$ cat src/rtl/fround_pkg.sv
// Shared constants for the round-to-integral unit: rounding mode codes and
// the operand classification carried between pipeline stages.
package fround_pkg;

  localparam logic [1:0] MODE_FLOOR = 2'd0;
  localparam logic [1:0] MODE_CEIL  = 2'd1;
  localparam logic [1:0] MODE_TRUNC = 2'd2;
  localparam logic [1:0] MODE_RNE   = 2'd3;

  typedef enum logic [2:0] {
    CLS_SPECIAL,
    CLS_ZERO,
    CLS_INTEGRAL,
    CLS_SUB_ONE,
    CLS_FRACTIONAL
  } fclass_e;

endpackage

$ cat src/rtl/fround_mask.sv
// Decodes the exponent into the fraction/keep masks, the half-point bit and
// the integer-unit increment (1 << f) used by the rounding stage.
module fround_mask
  import fround_pkg::*;
#(
  parameter int EXP_W  = 8,
  parameter int MANT_W = 23
) (
  input  logic [EXP_W-1:0]  exp_i,
  output logic [MANT_W-1:0] keep_mask,
  output logic [MANT_W-1:0] frac_mask,
  output logic [MANT_W-1:0] half_bit,
  output logic [MANT_W:0]   inc_unit
);

  localparam int BIAS = (1 << (EXP_W - 1)) - 1;

  logic signed [31:0] f_s;

  // inc_unit is one bit wider so that f = MANT_W lands on the hidden bit.
  always_comb begin
    f_s = 32'(BIAS + MANT_W) - $signed(32'(exp_i));
    for (int i = 0; i < MANT_W; i++) begin
      frac_mask[i] = (f_s > i);
      half_bit[i]  = (f_s == i + 1);
    end
    keep_mask = ~frac_mask;
    for (int i = 0; i <= MANT_W; i++) begin
      inc_unit[i] = (f_s == i);
    end
  end

endmodule

$ cat src/rtl/fround_pipe.sv
// Two-stage round-to-integral unit (floor/ceil/trunc/RNE) with a valid/ready
// handshake; both stages advance together whenever the output can move.
module fround_pipe
  import fround_pkg::*;
#(
  parameter int EXP_W  = 8,
  parameter int MANT_W = 23
) (
  input  logic                    clk,
  input  logic                    rst,
  input  logic                    in_valid,
  output logic                    in_ready,
  input  logic [EXP_W+MANT_W:0]   in_data,
  input  logic [1:0]              in_mode,
  output logic                    out_valid,
  input  logic                    out_ready,
  output logic [EXP_W+MANT_W:0]   out_data,
  output logic                    out_inexact
);

  localparam int BIAS = (1 << (EXP_W - 1)) - 1;
  localparam logic [EXP_W-1:0] BIAS_E = EXP_W'(BIAS);

  logic                  en;
  logic [MANT_W-1:0]     keep_in, frac_in, half_in;
  logic [MANT_W:0]       inc_in;

  logic                  vld_p1_d, vld_p1_q, vld_p2_d, vld_p2_q;
  logic                  sign_p1_d, sign_p1_q;
  logic [EXP_W-1:0]      exp_p1_d, exp_p1_q;
  logic [MANT_W-1:0]     mant_p1_d, mant_p1_q;
  logic [1:0]            mode_p1_d, mode_p1_q;
  fclass_e               cls_p1_d, cls_p1_q;
  logic [MANT_W-1:0]     keep_p1_d, keep_p1_q, frac_p1_d, frac_p1_q, half_p1_d, half_p1_q;
  logic [MANT_W:0]       inc_p1_d, inc_p1_q;
  logic [EXP_W+MANT_W:0] out_data_d, out_data_q;
  logic                  out_inexact_d, out_inexact_q;

  function automatic fclass_e classify(input logic [EXP_W-1:0] e);
    if (e == '1)                         return CLS_SPECIAL;
    else if (e == '0)                    return CLS_ZERO;
    else if (e < BIAS_E)                 return CLS_SUB_ONE;
    else if (int'(e) >= BIAS + MANT_W)   return CLS_INTEGRAL;
    else                                 return CLS_FRACTIONAL;
  endfunction

  // Returns {inexact, result word}.
  function automatic logic [EXP_W+MANT_W+1:0] round_op(
    input logic              s,
    input logic [EXP_W-1:0]  e,
    input logic [MANT_W-1:0] m,
    input logic [1:0]        mode,
    input fclass_e           cls,
    input logic [MANT_W-1:0] keep,
    input logic [MANT_W-1:0] frac,
    input logic [MANT_W-1:0] half,
    input logic [MANT_W:0]   inc
  );
    logic [MANT_W-1:0] fr, kept;
    logic [MANT_W:0]   sum;
    logic              up, lsb, to_one;
    logic [EXP_W+MANT_W+1:0] res;
    fr     = m & frac;
    kept   = m & keep;
    lsb    = |({1'b1, m} & inc);
    up     = 1'b0;
    to_one = 1'b0;
    sum    = '0;
    res    = {1'b0, s, e, m};
    case (cls)
      CLS_SPECIAL, CLS_INTEGRAL: res = {1'b0, s, e, m};
      CLS_ZERO:                  res = {1'b0, s, {(EXP_W + MANT_W){1'b0}}};
      CLS_SUB_ONE: begin
        case (mode)
          MODE_FLOOR: to_one = s;
          MODE_CEIL:  to_one = !s;
          MODE_TRUNC: to_one = 1'b0;
          default:    to_one = (e == BIAS_E - EXP_W'(1)) && (m != '0);
        endcase
        res = {1'b1, s, (to_one ? BIAS_E : {EXP_W{1'b0}}), {MANT_W{1'b0}}};
      end
      default: begin
        case (mode)
          MODE_FLOOR: up = s && (fr != '0);
          MODE_CEIL:  up = !s && (fr != '0);
          MODE_TRUNC: up = 1'b0;
          default:    up = (fr > half) || ((fr == half) && lsb);
        endcase
        sum = {1'b0, kept} + (up ? inc : {(MANT_W + 1){1'b0}});
        res = {(fr != '0), s, (sum[MANT_W] ? e + EXP_W'(1) : e), sum[MANT_W-1:0]};
      end
    endcase
    return res;
  endfunction

  fround_mask #(.EXP_W(EXP_W), .MANT_W(MANT_W)) u_mask (
    .exp_i     (in_data[EXP_W+MANT_W-1:MANT_W]),
    .keep_mask (keep_in),
    .frac_mask (frac_in),
    .half_bit  (half_in),
    .inc_unit  (inc_in)
  );

  always_comb begin
    en       = !vld_p2_q || out_ready;
    in_ready = en;

    // stage 0 -> 1: operand, mode, class and masks
    vld_p1_d  = en ? in_valid : vld_p1_q;
    sign_p1_d = en ? in_data[EXP_W+MANT_W] : sign_p1_q;
    exp_p1_d  = en ? in_data[EXP_W+MANT_W-1:MANT_W] : exp_p1_q;
    mant_p1_d = en ? in_data[MANT_W-1:0] : mant_p1_q;
    mode_p1_d = en ? in_mode : mode_p1_q;
    cls_p1_d  = en ? classify(in_data[EXP_W+MANT_W-1:MANT_W]) : cls_p1_q;
    keep_p1_d = en ? keep_in : keep_p1_q;
    frac_p1_d = en ? frac_in : frac_p1_q;
    half_p1_d = en ? half_in : half_p1_q;
    inc_p1_d  = en ? inc_in : inc_p1_q;

    // stage 1 -> 2: rounded result and inexact flag
    vld_p2_d = en ? vld_p1_q : vld_p2_q;
    {out_inexact_d, out_data_d} = {out_inexact_q, out_data_q};
    if (en && vld_p1_q) begin
      {out_inexact_d, out_data_d} = round_op(sign_p1_q, exp_p1_q, mant_p1_q, mode_p1_q,
                                             cls_p1_q, keep_p1_q, frac_p1_q, half_p1_q,
                                             inc_p1_q);
    end
  end

  always_ff @(posedge clk) begin
    if (rst) begin
      vld_p1_q      <= 1'b0;
      vld_p2_q      <= 1'b0;
      out_data_q    <= '0;
      out_inexact_q <= 1'b0;
    end else begin
      vld_p1_q      <= vld_p1_d;
      vld_p2_q      <= vld_p2_d;
      out_data_q    <= out_data_d;
      out_inexact_q <= out_inexact_d;
    end
  end

  always_ff @(posedge clk) begin
    sign_p1_q <= sign_p1_d;
    exp_p1_q  <= exp_p1_d;
    mant_p1_q <= mant_p1_d;
    mode_p1_q <= mode_p1_d;
    cls_p1_q  <= cls_p1_d;
    keep_p1_q <= keep_p1_d;
    frac_p1_q <= frac_p1_d;
    half_p1_q <= half_p1_d;
    inc_p1_q  <= inc_p1_d;
  end

  assign out_valid   = vld_p2_q;
  assign out_data    = out_data_q;
  assign out_inexact = out_inexact_q;

endmodule

$ cat config.mk
export PLATFORM = sky130hd
export DESIGN_NAME = fround_pipe
export DESIGN_NICKNAME = d
export VERILOG_FILES = /design/src/rtl/fround_pkg.sv /design/src/rtl/fround_mask.sv /design/src/rtl/fround_pipe.sv
export SDC_FILE = /design/constraint.sdc
export NUM_CORES = 1
export LEC_CHECK = 0
export CELL_PAD_IN_SITES_DETAIL_PLACEMENT = 1
export CELL_PAD_IN_SITES_GLOBAL_PLACEMENT = 2
export CORE_MARGIN = 2
export CORE_UTILIZATION = 38
export DETAILED_ROUTE_END_ITERATION = 8
export PLACE_DENSITY = 0.83
export SYNTH_ARGS = -nofsm -noshare
export SYNTH_HDL_FRONTEND = slang
export SYNTH_SLANG_ARGS = --single-unit
$ cat constraint.sdc
create_clock -name clk -period 6.7 [get_ports clk]
set_input_delay 0.67 -clock clk [delete_from_list [all_inputs] [get_ports clk]]
set_output_delay 0.67 -clock clk [all_outputs]
set_load 0.05 [all_outputs]
==> flow_summary.yaml <==
sta:
  worst_slew_pin_slew_ns: 0.836
  min_period_over_period_pct: 84.7
  clock_skew_ns: 0.0138
  slew_viol_final: 0
  slew_headroom_pct: 44.2
  max_freq_mhz: 176
  tns_ns: 0
  worst_slack_ns: 1.03
  finalHoldViolCount: 0
  setup_violations: 0
  min_period_ns: 5.67
  rsz0062_at_grt: "no"
logic_synthesis:
  synth_compound_area_share_pct: 15.9
  syn_nets: 936
  synth.distinct_cells: 72
  synthMuxAreaShare_pct: 0.769
  synth_top_family_by_area: "simple AND/OR/NAND/NOR gates"
  synthSimpleGateAreaFrac_pct: 21.2
  synth-xor-area-share_pct: 2.01
  ys_seq_area_share_pct: 47.2
  ys.flop_type: "edfxtp_1"
  async_flop_share_pct: 0
  postSynthAreaPerCell_um2: 9.86
  synthCells: 842
  syn_area_um2: 8300
  ys_seq_elements: 142
  synthAdderAreaFrac_pct: 8.53
  yosys_warnings: 0
  synth_edf_count: 107
place:
  port_buffers: 72
  dpl_worst_slack_ns: 1.14
  dp_hpwl_um: 21000
  gp_congestion: 0.931
global_routing:
  grt_usage_pct: 24.3
  grt_first_pass_wirelength_um: 40800
  grt_pass1_vias: 6739
  antenna_found_initial: 0
  grt.overflow.total: 0
  grt_max_degree: 70
layout:
  multiInputGateArea_um2: 4030
  n_antenna_cell: 0
  area_delta_synth_final_pct: 19.0
  final_layout_size_suffix_gt1_share_pct: 6.41
  regArea_um2: 3910
  num-fill-cells: 2445
  nNetsFinal: 1002
routing:
  routed_wl_um: 27200
  vias: 6764
  viasPerCell: 5.63
  drt_iter0_markers: 520
  drt-pass1-iter-count: 6
  drc_errors: 0
  ant_nets: 0
  routedWlPerCell_um: 22.7
setup_path:
  cpPeakStageDelay_ns: 0.53
  crit_fanout: 20
  cp-end-kind: "register"
  worst_setup_path_start_kind: "register"
  path_cells: "and2_1 > ha_1 > and4_1 > nand4_1 > nor4_1 > nand4_1 > a32oi_4 > buf_4 > nor2_1 > ha_1 > a21o_1 > or4_4 > a221oi_4 > a211o_1 > a311oi_1 > buf_4 > or2_1 > o311a_1"
  crit_start: "mant_p1_q[20]"
  cp.required_ns: 7.01
  crit_end: "out_data[28]"
  path_class: "reg -> reg"
  cp_top_family: "simple AND/OR/NAND/NOR gates"
  path_buf_inv: 2
  cpMaxStageDelayCell: "edfxtp_1"
  r2r_cells: 18
  cp.depth: 18
  crit_arrival_ns: 5.99
  reg2reg_slack_ns: 1.03
  timing.rr.start: "mant_p1_q[20]"
  reg2reg_to: "out_data[28]"
clock_tree:
  clk_latency_ns: 0.43
  ctsHtreeMaxLevel: 4
  cts.sinks: 142
  cts_tree: "done"
  clock_path_buffers: 2
  cts_setup_buffers: 0
  cts_buffers: 17
  root_buffer: "clkbuf_16"
  hold_buffers: 0
  post_cts_resized: 0
  path_clk_slew_ns: 0.07
power_and_ir_drop:
  p_clk_share_pct: 39.6
  p_seq_share_pct: 43.2
  pwr-share-comb_pct: 17.1
  power_w: 0.00250
  irDropWorstVdd_v: 0.000120
  total_leakage_power_nw: 3.86
  internal_power_w: 0.00174
  switchingPower_w: 0.000756
  power_density_nw_per_um2: 253
  p_sw_share_pct: 30.3
run:
  max_cap_violations: 0
min_path:
  hold_path_class: "reg -> reg"
die:
  die_w_um: 152
  dieArea_um2: 23000
  num_io_pins: 73
  die_height_um: 152
  coreArea_um2: 21600
  rows: 54
  initial_core_util_pct: 38.4
outcome:
  status: "finished, final reports clean"
-- cell usage after synthesis, types with 22 or more instances --
cell type	instances	share of area (%)
nand2_1	54	2.4
dfxtp_1	35	8.4
nor2_1	104	4.7
and2_1	49	3.7
nor3_1	28	1.7
clkbuf_1	26	1.2
inv_1	54	2.4
a211oi_1	22	2.0
a21oi_1	44	2.7
o21ai_0	34	2.1
edfxtp_1	107	39
ha_1	55	8.3
-- registers in the layout (all words and copies together), names as in the netlist, 2 cells and up --
register   flops
half_p1_q     23
keep_p1_q     23
out_data      32
exp_p1_q       8
mant_p1_q     23
cls_p1_q       3
frac_p1_q     23
mode_p1_q      2
-- power by group through the flow --
stage | Combinational [W] | Sequential [W] | Clock, W
2_1_floorplan | 0.000228 | 0.00112 | 0
5_1_grt | 0.000468 | 0.00109 | 0.00104
6_report | 0.000427 | 0.00108 | 0.000990
3_5_place_dp | 0.000424 | 0.00110 | 0
4_1_cts | 0.000428 | 0.00108 | 0.00101
3_3_place_gp | 0.000427 | 0.00110 | 0
-- layer usage --
| layer | wire, um | global-route usage [%] | vias up |
|---|---|---|---|
| met4 | 505 | 7.27 | 0 |
| met1 | 13200 | 35.1 | 3297 |
| met5 | 0 | 0 | - |
| met2 | 12200 | 37.7 | 203 |
| li1 | - | - | 3238 |
| met3 | 1360 | 3.65 | 26 |
-- kinds of logic (layout without fill, tap and decap cells) --
family / count (synthesis) / count (layout)
xor+xnor: 19 / 19
flops: 142 / 142
buf+inv: 87 / 166
compound gates: 187 / 187
mux: 6 / 6
fa+ha+maj: 56 / 56
simple gates: 345 / 345
-- metrics by stage --
| step | cells | utilization, % | hold WS, ns | instance area [um^2] |
|---|---|---|---|---|
| 3_5_place_dp | 1169 | 42.9 | 0.465 | 9270 |
| 3_3_place_gp | 1169 | 42.9 | 0.446 | 9270 |
| 6_report | 1201 | 45.7 | 0.468 | 9880 |
| 4_1_cts | 1201 | 45.7 | 0.474 | 9880 |
| 2_1_floorplan | 842 | - | 0.448 | 8300 |
| 5_1_grt | 1201 | 45.7 | 0.508 | 9880 |
-- worst min-delay path by stage --
stage                            start            to  cells after the start
after floorplan               vld_p1_q     out_valid                      2
after global placement    out_data[31]  out_data[31]                      2
after detailed placement  out_data[31]  out_data[31]                      2
after CTS                 out_data[31]  out_data[31]                      2
after global routing      out_data[31]  out_data[31]                      2
final                     out_data[31]  out_data[31]                      2
-- tightest hold or removal path, delay by kind of cell, from the launching register on --
family | cells | cell delay [ns]
AO/OA/AOI/OAI | 1 | 0.06
AND/OR/NAND/NOR | 1 | 0.05
flip-flops | 1 | 0.31
-- final cells by class --
| cell class | count | share of cell area (%) |
|---|---|---|
| multi-input combinational | 613 | 40.7 |
| timing repair buffer | 80 | 7.90 |
| inverter | 54 | 2.05 |
| clock inverter | 14 | 1.79 |
| sequential | 142 | 39.6 |
| clock buffer | 18 | 4.34 |
| tap | 280 | 3.55 |
-- cell usage in the layout (no fill, tap or decap), types with 5 or more instances in the layout --
cell / count
dfxtp_1: 35
nor2_1: 104
or3_1: 10
nor2b_1: 8
buf_4: 8
a211oi_1: 22
a22oi_1: 8
edfxtp_1: 107
xor2_1: 9
a21oi_1: 44
xnor2_1: 10
nor4_1: 11
or4_1: 7
o21bai_1: 5
nand4_1: 12
nand2b_1: 11
o21ai_0: 34
a221oi_1: 11
inv_1: 54
a21o_1: 11
and4_1: 5
ha_1: 55
and2_1: 49
and3_1: 20
a311oi_1: 5
nand3_1: 11
clkbuf_16: 17
clkdlybuf4s50_1: 72
nand2_1: 54
nor3_1: 28
Note: power is estimated with default switching activity, not from simulation.
